## config.mk

```make
export PLATFORM = sky130hd
export DESIGN_NAME = cpu_run_ctrl
export DESIGN_NICKNAME = d
export VERILOG_FILES = /design/src/rtl/cpu_run_ctrl.sv
export SDC_FILE = /design/constraint.sdc
export NUM_CORES = 1
export LEC_CHECK = 0
export ABC_CLOCK_PERIOD_IN_PS = 2400
export BUFFER_PORTS_ARGS = -buffer_cell sky130_fd_sc_hd__buf_2
export CAP_MARGIN = 25
export CORE_MARGIN = 4
export CORE_UTILIZATION = 53
export CTS_CLUSTER_SIZE = 14
export DETAILED_ROUTE_END_ITERATION = 7
export GPL_TIMING_DRIVEN = 0
export PLACE_DENSITY = 0.78
export SETUP_SLACK_MARGIN = 0.1
export SYNTH_ARGS = -nofsm -noshare
export SYNTH_HDL_FRONTEND = slang
export SYNTH_SLANG_ARGS = --single-unit
```

## constraint.sdc

```tcl
create_clock -name clk -period 2.4 [get_ports clk]
set_clock_uncertainty 0.1 [all_clocks]
set_input_delay 0.12 -clock clk [delete_from_list [all_inputs] [get_ports clk]]
set_output_delay 0.12 -clock clk [all_outputs]
set_load 0.005 [all_outputs]
```

## src/rtl/cpu_run_ctrl.sv

```systemverilog
// Run-control sequencer for the 8-bit OoO CPU: holds the CPU in reset,
// releases it, waits for hlt and captures the halted PC and cycle count.
module cpu_run_ctrl #(
    parameter int PC_W       = 8,
    parameter int CYC_W      = 16,
    parameter int RST_CYCLES = 3,
    parameter int SETTLE     = 1,
    parameter int TIMEOUT    = 1000
) (
    input  logic             clk,
    input  logic             rst,
    input  logic             start,
    output logic             cpu_rst_n,
    input  logic             cpu_hlt,
    input  logic [PC_W-1:0]  cpu_pc,
    output logic             busy,
    output logic             done,
    output logic             timed_out,
    output logic [PC_W-1:0]  halt_pc,
    output logic [CYC_W-1:0] cycle_count
);

    typedef enum logic [2:0] {
        S_IDLE,
        S_RESET,
        S_RUN,
        S_SETTLE,
        S_DONE
    } state_t;

    localparam int CNT_MAX = (RST_CYCLES > SETTLE) ? RST_CYCLES : SETTLE;
    localparam int CNT_W   = (CNT_MAX < 2) ? 1 : $clog2(CNT_MAX);
    localparam logic [CNT_W-1:0] RST_LAST    = CNT_W'(RST_CYCLES - 1);
    localparam logic [CNT_W-1:0] SETTLE_LAST = CNT_W'(SETTLE - 1);
    localparam logic [CYC_W-1:0] CYC_MAX     = '1;
    localparam logic [CYC_W-1:0] TO_LAST     = CYC_W'(TIMEOUT - 1);
    localparam logic [CYC_W-1:0] TO_COUNT    = CYC_W'(TIMEOUT);
    localparam bit               WD_EN       = (TIMEOUT != 0);
    localparam bit               NO_SETTLE   = (SETTLE == 0);

    state_t           state, state_d;
    logic [CNT_W-1:0] cnt, cnt_d;
    logic [CYC_W-1:0] cyc_d;
    logic [PC_W-1:0]  pc_d;
    logic             to_d;
    logic             busy_d;
    logic             done_d;
    logic             rst_n_d;

    always_comb begin
        state_d = state;
        cnt_d   = cnt;
        cyc_d   = cycle_count;
        pc_d    = halt_pc;
        to_d    = timed_out;

        unique case (state)
            S_IDLE, S_DONE: begin
                if (start) begin
                    state_d = S_RESET;
                    cnt_d   = '0;
                    cyc_d   = '0;
                    pc_d    = '0;
                    to_d    = 1'b0;
                end
            end
            S_RESET: begin
                if (cnt == RST_LAST) begin
                    state_d = S_RUN;
                end else begin
                    cnt_d = cnt + 1'b1;
                end
            end
            S_RUN: begin
                // hlt outranks the watchdog when both land on one edge
                if (cpu_hlt) begin
                    if (NO_SETTLE) begin
                        pc_d    = cpu_pc;
                        state_d = S_DONE;
                    end else begin
                        cnt_d   = '0;
                        state_d = S_SETTLE;
                    end
                end else if (WD_EN && cycle_count == TO_LAST) begin
                    cyc_d   = TO_COUNT;
                    pc_d    = cpu_pc;
                    to_d    = 1'b1;
                    state_d = S_DONE;
                end else if (cycle_count != CYC_MAX) begin
                    cyc_d = cycle_count + 1'b1;
                end
            end
            S_SETTLE: begin
                if (cnt == SETTLE_LAST) begin
                    pc_d    = cpu_pc;
                    state_d = S_DONE;
                end else begin
                    cnt_d = cnt + 1'b1;
                end
            end
            default: begin
                state_d = S_IDLE;
            end
        endcase

        busy_d  = (state_d == S_RESET) || (state_d == S_RUN) ||
                  (state_d == S_SETTLE);
        done_d  = (state_d == S_DONE);
        // a timed-out CPU is parked back in reset
        rst_n_d = (state_d == S_RUN) || (state_d == S_SETTLE) ||
                  (done_d && !to_d);
    end

    always_ff @(posedge clk) begin
        if (rst) begin
            state       <= S_IDLE;
            cnt         <= '0;
            cpu_rst_n   <= 1'b0;
            busy        <= 1'b0;
            done        <= 1'b0;
            timed_out   <= 1'b0;
            halt_pc     <= '0;
            cycle_count <= '0;
        end else begin
            state       <= state_d;
            cnt         <= cnt_d;
            cpu_rst_n   <= rst_n_d;
            busy        <= busy_d;
            done        <= done_d;
            timed_out   <= to_d;
            halt_pc     <= pc_d;
            cycle_count <= cyc_d;
        end
    end

endmodule

```

==> metrics.csv, run 1 <==
metric;value;unit
status;finished, final reports clean;
post-route ant nets;0;
worst slew pin tran;0.621;ns
Syn Inst Count;206;
chip height;65.7;µm
initial antenna violation count;0;
# H-tree levels;2;
sequential area share after synthesis;37.4;%
drt drc;0;
synthesized flop and latch total;33;
wirelength, routed;4.31;mm
Slew HR;58.2;%
P&R area growth vs syn;22.4;%
clock root buffer;clkbuf_4;
crit path DAT;2.29;ns
Worst-Skew Late Latency;0.32;ns
Ys Warns;0;
crit path time final;2.14;ns
final hold violation count;0;
Post-Syn Nets;221;
Avg WL per Cell;14.1;µm
Reg clk slew, reported paths;0.09;ns
Yosys cell types;56;
1st-iter DRT viols;213;
GP Congestion;0.911;
asr flop ratio synth;0;%
chip width;65.7;µm
total gr overflow;0;
maxcap violations;0;
setup TNS;0;ns
final max-slew violation count;0;
min-delay worst type;in -> reg;
Synth Area per Inst;8.57;µm²
post-synthesis cell area;0.00177;mm²
CTS Buffer Depth;2;
Power Density;443;mW/mm²
# port buffers;39;
DRT Pass-1 Iters;4;
via count;1735;
critical path endpoint category;flip-flop;
cts bufs inserted;5;
Final #Nets;276;
final setup fails;0;
fmax;467;MHz
layout cells sized above 1;24.1;%
RSZ-0062 raised after global routing;false;
VDD IR max;0.318;mV
total global-route track usage;21.8;%
drt via density;5.69;
dpl hpwl;3.14;mm
row cnt;20;
critical path fanouts, max;8;
Static Leak;0.913;nW
CP Launch Type;flip-flop;
CTS tree;done;
initial core utilization;56.4;%
first-pass GRT wire length;7.29;mm
Die ar.;0.00432;mm²
core outline area;0.00313;mm²
CP required;2.54;ns
Sink Count;33;
number of diodes;0;
fin util;69.1;%
top_reg_cell synth;dfxtp_1;
largest net degree at the start of global routing;11;
period utilisation layout;89.3;%
Post-synth EDFFs;0;
vias in the first global route;1613;
# IOs;40;
critical path class;reg -> reg;
-- Yosys cell counts, types with 2 or more instances --
cell	n	area, µm²
nand2_1	36	135
dfxtp_1	33	661
a21oi_1	15	75.1
nor2_1	14	52.6
mux2i_1	9	90.1
nand4_1	8	50.1
nand3_1	7	35.0
o21ai_0	7	35.0
inv_1	5	18.8
a31oi_1	4	25.0
nor3b_1	4	30.0
and3_1	3	18.8
and4_1	3	26.3
clkbuf_1	3	11.3
ha_1	3	37.5
nor2b_1	3	18.8
or3_1	3	18.8
and2_1	2	12.5
buf_6	2	22.5
nor3_1	2	10.0
nor4_1	2	12.5
nor4b_1	2	17.5
o211ai_1	2	15.0
o21a_1	2	15.0
-- routing by layer --
layer | global-route usage, % | vias to the layer above | wire (µm)
met2 | 34.5 | 71 | 2000
met1 | 28.7 | 787 | 1940
met4 | 8.81 | 0 | 46
met3 | 4.27 | 5 | 325
met5 | 0 | - | 0
li1 | - | 872 | -
-- cell families after synthesis --
group,share of synthesized area [%]
simple gates,30.9
compound gates,20.6
flops,37.4
buf+inv,3.90
mux,5.10
fa+ha+maj,2.13
-- layout by cell type, fill, tap and decap left out, types with 4 or more instances in the layout --
cell type	Yosys	layout
buf_2	1	40
nand2_1	36	36
dfxtp_1	33	31
a21oi_1	15	15
nor2_1	14	14
mux2i_1	9	9
nand4_1	8	8
dlygate4sd3_1	0	8
nand3_1	7	7
o21ai_0	7	7
inv_1	5	5
clkbuf_4	0	5
clkbuf_1	3	4
nor3b_1	4	4
a31oi_1	4	4
-- per-stage QoR --
step,cells,area [µm²],hold slack (ns),total power [mW],worst slack [ns]
floorplan,206,1770,0.162,0.621,0.392
global placement,289,2020,0.269,0.647,0.169
detailed placement,289,2020,0.275,0.648,0.164
CTS,304,2150,0.0290,0.966,0.146
global route,305,2160,0.0464,1.00,0.127
finish,305,2160,0.0403,0.957,0.258
-- worst max-delay path, cell delays in order (launching register included) --
cell,delay [ns]
dfxtp_2,0.36
ha_1,0.24
and3_1,0.24
and4_4,0.16
buf_6,0.13
o41ai_4,0.34
buf_4,0.22
nor2_1,0.07
a211oi_2,0.21
-- flip-flops by register name, summed over array words and instances, names as in the netlist --
register,flops
busy,1
cnt,2
cpu_rst_n,1
cycle_count,16
done,1
halt_pc,8
state,3
timed_out,1
-- path summary, 6_finish.rpt --
check	cells past startpoint	slack [ns]	end	startpoint
max	8	0.26	cycle_count[5]	cycle_count[0]
max reg2reg	8	0.26	cycle_count[5]	cycle_count[0]
min	3	0.04	state[1]	rst
min reg2reg	2	0.36	halt_pc[5]	halt_pc[5]
-- final cells by class --
cell class	instances	area (µm²)
Inverter	5	18.8
Multi-Input combinational cell	160	1040
Buffer	8	50.0
Fill cell	275	967
Timing Repair Buffer	48	283
Sequential cell	33	663
Tap cell	44	55.1
Clock buffer	7	55.1
-- power by group --
part	total, mW	internal (mW)	switching [mW]
Sequential	0.554	0.551	0.00282
Clock	0.308	0.138	0.170
Combinational	0.0954	0.0410	0.0545
Total	0.957	0.730	0.227
-- what timing repair did --
item,in CTS,in global routing
resized for setup,0,2
setup endpoints to repair,0,4
buffers inserted,0,1
hold buffers,8,0
hold endpoints to repair,8,0
Note: power is estimated with default switching activity, not from simulation.
==> run 2, diff against run 1 <==
--- a/config.mk
+++ b/config.mk
@@ -5,16 +5,18 @@
 export SDC_FILE = /design/constraint.sdc
 export NUM_CORES = 1
 export LEC_CHECK = 0
+export ABC_AREA = 1
 export ABC_CLOCK_PERIOD_IN_PS = 2400
 export BUFFER_PORTS_ARGS = -buffer_cell sky130_fd_sc_hd__buf_2
 export CAP_MARGIN = 25
 export CORE_MARGIN = 4
-export CORE_UTILIZATION = 53
+export CORE_UTILIZATION = 54
 export CTS_CLUSTER_SIZE = 14
 export DETAILED_ROUTE_END_ITERATION = 7
 export GPL_TIMING_DRIVEN = 0
-export PLACE_DENSITY = 0.78
+export PLACE_DENSITY = 0.79
 export SETUP_SLACK_MARGIN = 0.1
+export SKIP_CTS_REPAIR_TIMING = 1
 export SYNTH_ARGS = -nofsm -noshare
 export SYNTH_HDL_FRONTEND = slang
 export SYNTH_SLANG_ARGS = --single-unit
==> run 2 against run 1 <==
The flow now finishes with violations (negative hold slack); flip-flop and latch count is the same; largest power group is now combinational logic; synthesized area grew 11%; utilization decreased by 2.3 points; total power rose by 79%; via count rose by 16%; critical path depth increased by 2; wire length is 6.3% higher; register-to-register slack improved by 0.22 ns; first-iteration DRC count fell by 46%; cell count grew 30%.
==> metrics.csv, run 2 <==
metric;value;unit
status;finished, violations left;
failing checks;negative hold slack;
row cnt;21;
CTS Buffer Depth;2;
CP max stage delay;0.43;ns
sequential area share after synthesis;33.8;%
# port buffers;38;
largest net degree at the start of global routing;12;
initial core utilization;57.3;%
via count;2005;
Slew HR;60.2;%
Synth top area share;33.8;%
Post-Syn Nets;316;
# IOs;40;
Area contributors post-synth;dfxtp_1 34%, nand2_1 15%, nor2_1 9.0%, inv_1 5.9%, nand3_1 5.4%;
Hold WS;-0.0168;ns
biggest regs;cycle_count x16, halt_pc x8, state x3;
cell chain of the critical path;ha_1 > nand2_2 > nor2_4 > nand2_2 > o21ai_2 > nand2_2 > nand2_4 > buf_6 > nand2_1 > a21oi_2;
first-pass GRT wire length;7.60;mm
period utilisation layout;80.1;%
worst reg2reg startpoint;cycle_count[1];
core outline area;0.00342;mm²
dpl hpwl;3.35;mm
post-route ant nets;0;
critical path endpoint category;flip-flop;
placed cell area;0.00220;mm²
total gr overflow;0;
max reg flops;16;
Synth Area per Inst;6.50;µm²
asr flop ratio synth;0;%
Avg WL per Cell;11.6;µm
GP Congestion;0.905;
Yosys cell types;28;
Reg clk slew, reported paths;0.11;ns
CP Launch Type;flip-flop;
total global-route track usage;21.5;%
vias in the first global route;1744;
Post-Layout Cell Count;395;
Final #Nets;363;
crit path time final;1.92;ns
Commonest cells post-synth;80 x nand2_1, 47 x nor2_1, 33 x dfxtp_1;
fmax;520;MHz
most common cell in the netlist;nand2_1;
chip width;68.2;µm
CTS tree;done;
clock root buffer;clkbuf_4;
total power;1.72;mW
leading area contributor after synthesis;dfxtp_1;
VDD IR max;0.586;mV
Sink Count;33;
Biggest register;cycle_count;
final setup fails;0;
post-synthesis cell area;0.00196;mm²
Ys Warns;0;
setup TNS;0;ns
post-route design area;0.00228;mm²
chip height;68.2;µm
Worst-Skew Late Latency;0.35;ns
final hold violation count;6;
Static Leak;0.940;nW
Placed Instances;385;
number of diodes;0;
hold_sp;cpu_pc[2];
most frequent cells in the layout;80 x nand2_1, 47 x nor2_1, 40 x buf_2;
wirelength, routed;4.59;mm
worst slew pin tran;0.597;ns
Post-synth EDFFs;0;
CP required;2.59;ns
Critical Path Slowest Stage Cell;dfxtp_1;
most common cell after layout, fill and taps aside;nand2_1;
Power Density;753;mW/mm²
maxcap violations;0;
1st-iter DRT viols;115;
crit path DAT;2.11;ns
RSZ-0062 raised after global routing;false;
final max-slew violation count;0;
critical path fanouts, max;10;
Worst Setup SP;cycle_count[1];
Syn Inst Count;301;
DRT Pass-1 Iters;4;
cts bufs inserted;5;
critical path class;reg -> reg;
synthesized flop and latch total;33;
layout cells sized above 1;23.8;%
initial antenna violation count;0;
top_reg_cell synth;dfxtp_1;
P&R area growth vs syn;16.5;%
# H-tree levels;2;
Worst path most repeated cell;nand2_2;
drt drc;0;
Die ar.;0.00465;mm²
min-delay worst type;in -> reg;
drt via density;5.08;
==> run 2: power breakdown <==
group	internal (mW)	switching, mW	total, mW	leakage [nW]
registers	0.628	0.0538	0.682	0.268
clock network	0.110	0.214	0.325	0.0310
logic	0.294	0.416	0.710	0.641
total	1.03	0.684	1.72	0.940
==> run 2: final timing paths <==
path	endpoint	slack, ns	cells after the start
hold reg to reg	cnt[0]	0.39	2
hold / removal	halt_pc[2]	-0.02	5
setup reg to reg	cycle_count[14]	0.48	10
setup / recovery	cycle_count[14]	0.48	10
==> run 2: area by class of cell <==
cell class	instances	area (µm²)
Buffer	11	86.3
Clock buffer	5	37.5
Clock inverter	3	17.5
Fill cell	319	1140
Inverter	33	124
Multi-Input combinational cell	224	1090
Sequential cell	33	661
Tap cell	46	57.6
Timing Repair Buffer	40	210
==> run 2: critical path: cells and delay by family, from the launching register on <==
| family | cells | cell delay, ns |
|---|---|---|
| and+or+nand+nor | 6 | 0.60 |
| buffers and inverters | 1 | 0.15 |
| adders and majority gates | 1 | 0.27 |
| AOI/OAI and AO/OA | 2 | 0.30 |
| DFF | 1 | 0.43 |
==> run 2: cell families (layout without fill, tap and decap cells) <==
kind of cell | count (synthesis) | count (layout) | share of synthesized area, %
flip-flops | 33 | 33 | 33.8
adder cells (fa/ha/maj) | 3 | 3 | 1.92
XOR/XNOR | 2 | 2 | 0.895
AO/OA/AOI/OAI | 48 | 48 | 14.8
buffers and inverters | 44 | 92 | 10.7
AND/OR/NAND/NOR | 171 | 171 | 37.9
==> run 2: per-stage QoR <==
step | setup WS [ns] | utilization, %
6_report | 0.477 | 66.7
5_1_grt | 0.207 | 66.7
4_1_cts | 0.478 | 66.2
3_5_place_dp | 0.524 | 64.5
3_3_place_gp | 0.544 | 64.5
2_1_floorplan | 0.715 | -
==> run 2: routing by layer <==
metal	vias to the layer above	part of all wire [%]	GRT usage (%)
li1	1058	-	-
met1	900	47	29.4
met2	41	45	33.3
met3	6	6.0	4.93
met4	0	1.4	7.20
met5	-	0	0
==> run 3, diff against run 2 <==
--- a/config.mk
+++ b/config.mk
@@ -6,15 +6,15 @@
 export NUM_CORES = 1
 export LEC_CHECK = 0
 export ABC_AREA = 1
-export ABC_CLOCK_PERIOD_IN_PS = 2400
+export ABC_CLOCK_PERIOD_IN_PS = 1550
 export BUFFER_PORTS_ARGS = -buffer_cell sky130_fd_sc_hd__buf_2
 export CAP_MARGIN = 25
 export CORE_MARGIN = 4
-export CORE_UTILIZATION = 54
+export CORE_UTILIZATION = 49
 export CTS_CLUSTER_SIZE = 14
 export DETAILED_ROUTE_END_ITERATION = 7
 export GPL_TIMING_DRIVEN = 0
-export PLACE_DENSITY = 0.79
+export PLACE_DENSITY = 0.75
 export SETUP_SLACK_MARGIN = 0.1
 export SKIP_CTS_REPAIR_TIMING = 1
 export SYNTH_ARGS = -nofsm -noshare
==> constraint.sdc (replaced) <==
create_clock -name clk -period 1.55 [get_ports clk]
set_clock_uncertainty 0.1 [all_clocks]
set_input_delay 0.0775 -clock clk [delete_from_list [all_inputs] [get_ports clk]]
set_output_delay 0.0775 -clock clk [all_outputs]
set_load 0.005 [all_outputs]
==> run 3 against run 2 <==
The flow finishes with violations (negative hold slack, negative setup slack); sequential share of layout area down 3.8 points; combinational power up 130%; register-to-register slack worse by 0.66 ns; global-route usage down 2.2 points; cell count up 5.3%; flip-flop and latch count unchanged; wire length up 26%; design area up 21%; total power up 100%; worst setup slack worse by 0.66 ns.
==> metrics.csv, run 3 (synthesis gave the netlist of run 2 again) <==
metric;value;unit
# port buffers;38;
Sequential Power Share;31.6;%
CTS Buffer Depth;2;
max reg flops;16;
Final #Nets;383;
VDD IR max;1.05;mV
Reg clk slew, reported paths;0.07;ns
critical path class;reg -> reg;
post-route ant nets;0;
drt via density;5.34;
1st-iter DRT viols;209;
largest net degree at the start of global routing;11;
total global-route track usage;19.4;%
clock root buffer;clkbuf_8;
Hold WS;-0.000510;ns
biggest regs;cycle_count x16, halt_pc x8, state x3;
critical path fanouts, max;5;
failing checks;negative hold slack, negative setup slack;
vias in the first global route;1847;
drt drc;0;
initial antenna violation count;0;
most common cell after layout, fill and taps aside;nand2_1;
final setup fails;23;
setup TNS;-2.99;ns
Reg area;693;µm²
critical path endpoint category;flip-flop;
final max-slew violation count;0;
P_int;2.16;mW
GP Congestion;0.824;
fin util;73.0;%
Post-Layout Cell Count;416;
CP required;1.67;ns
crit path time final;1.73;ns
area of the multi-input gates;0.00128;mm²
status;finished, violations left;
first-pass GRT wire length;7.97;mm
# H-tree levels;2;
via count;2222;
Die ar.;0.00507;mm²
crit path DAT;1.85;ns
fmax;577;MHz
Sw Share;37.4;%
maxcap violations;0;
CP Launch Type;flip-flop;
number of diodes;0;
worst slew pin tran;0.550;ns
RSZ-0062 raised after global routing;true;
row cnt;22;
P&R area growth vs syn;40.7;%
chip height;71.2;µm
Clock power frac;21.4;%
Placed Instances;387;
Static Leak;1.16;nW
Power Density;1260;mW/mm²
layout cells sized above 1;43.5;%
CTS tree;done;
total gr overflow;0;
Avg WL per Cell;13.8;µm
Biggest register;cycle_count;
most frequent cells in the layout;66 x nand2_1, 38 x nor2_1, 38 x buf_2;
DP Worst Slack;-0.161;ns
Comb pwr share;47.0;%
min-delay worst type;in -> reg;
wirelength, routed;5.76;mm
Worst-Skew Late Latency;0.30;ns
initial core utilization;51.9;%
Slew HR;63.3;%
Sink Count;33;
fill cell count;279;
final hold violation count;1;
core outline area;0.00377;mm²
period utilisation layout;112;%
worst setup margin;-0.183;ns
cts bufs inserted;5;
chip width;71.2;µm
# IOs;40;
dpl hpwl;3.40;mm
P_sw;1.29;mW
DRT Pass-1 Iters;4;
-- run 3: path summary, 6_finish.rpt --
path | to | cells after the start | startpoint | slack (ns)
min reg2reg | cnt[0] | 2 | cnt[0] | 0.39
max | cycle_count[6] | 10 | cycle_count[0] | -0.18
min | halt_pc[3] | 5 | cpu_pc[3] | -0.0005
max reg2reg | cycle_count[6] | 10 | cycle_count[0] | -0.18
-- run 3: critical path, cell delays in order, from the launching register on --
cell       delay (ns)
dfxtp_4          0.37
ha_4             0.17
nand2_4          0.06
nor2_4           0.14
nand2_2          0.09
o21ai_2          0.19
nand2_2          0.10
nand2_4          0.12
clkbuf_16        0.15
nand2_1          0.05
a21oi_1          0.11
-- run 3: area by class of cell --
class / instances / area share, %
well taps: 48 / 2.18
multi-input cells: 224 / 46.4
inverters: 33 / 4.50
clock inverters: 1 / 0.182
repair buffers: 60 / 14.2
flip-flops and latches: 33 / 25.2
clock buffers: 6 / 3.41
plain buffers: 11 / 4.00
-- run 3: power by group through the flow --
| stage | Sequential (mW) | Clock (mW) | Combinational [mW] |
|---|---|---|---|
| floorplan | 1.08 | 0 | 0.817 |
| global placement | 1.07 | 0 | 1.09 |
| finish | 1.09 | 0.739 | 1.63 |
| detailed placement | 1.07 | 0 | 1.11 |
| global route | 1.11 | 0.768 | 1.77 |
| CTS | 1.06 | 0.741 | 1.11 |
-- run 3: through the flow --
stage	area [µm²]	total power [mW]
6_report	2750	3.46
5_1_grt	2750	3.65
4_1_cts	2330	2.92
3_5_place_dp	2230	2.19
3_3_place_gp	2230	2.16
2_1_floorplan	1980	1.90
-- run 3: per-layer routing --
layer | global-route usage (%) | vias up | part of all wire [%] | wire length (µm)
met5 | 0 | - | 0 | 0
met4 | 8.77 | 0 | 2.9 | 167
met3 | 4.26 | 18 | 6.8 | 389
met2 | 32.7 | 83 | 50 | 2880
met1 | 23.3 | 1022 | 40 | 2320
li1 | - | 1099 | - | -
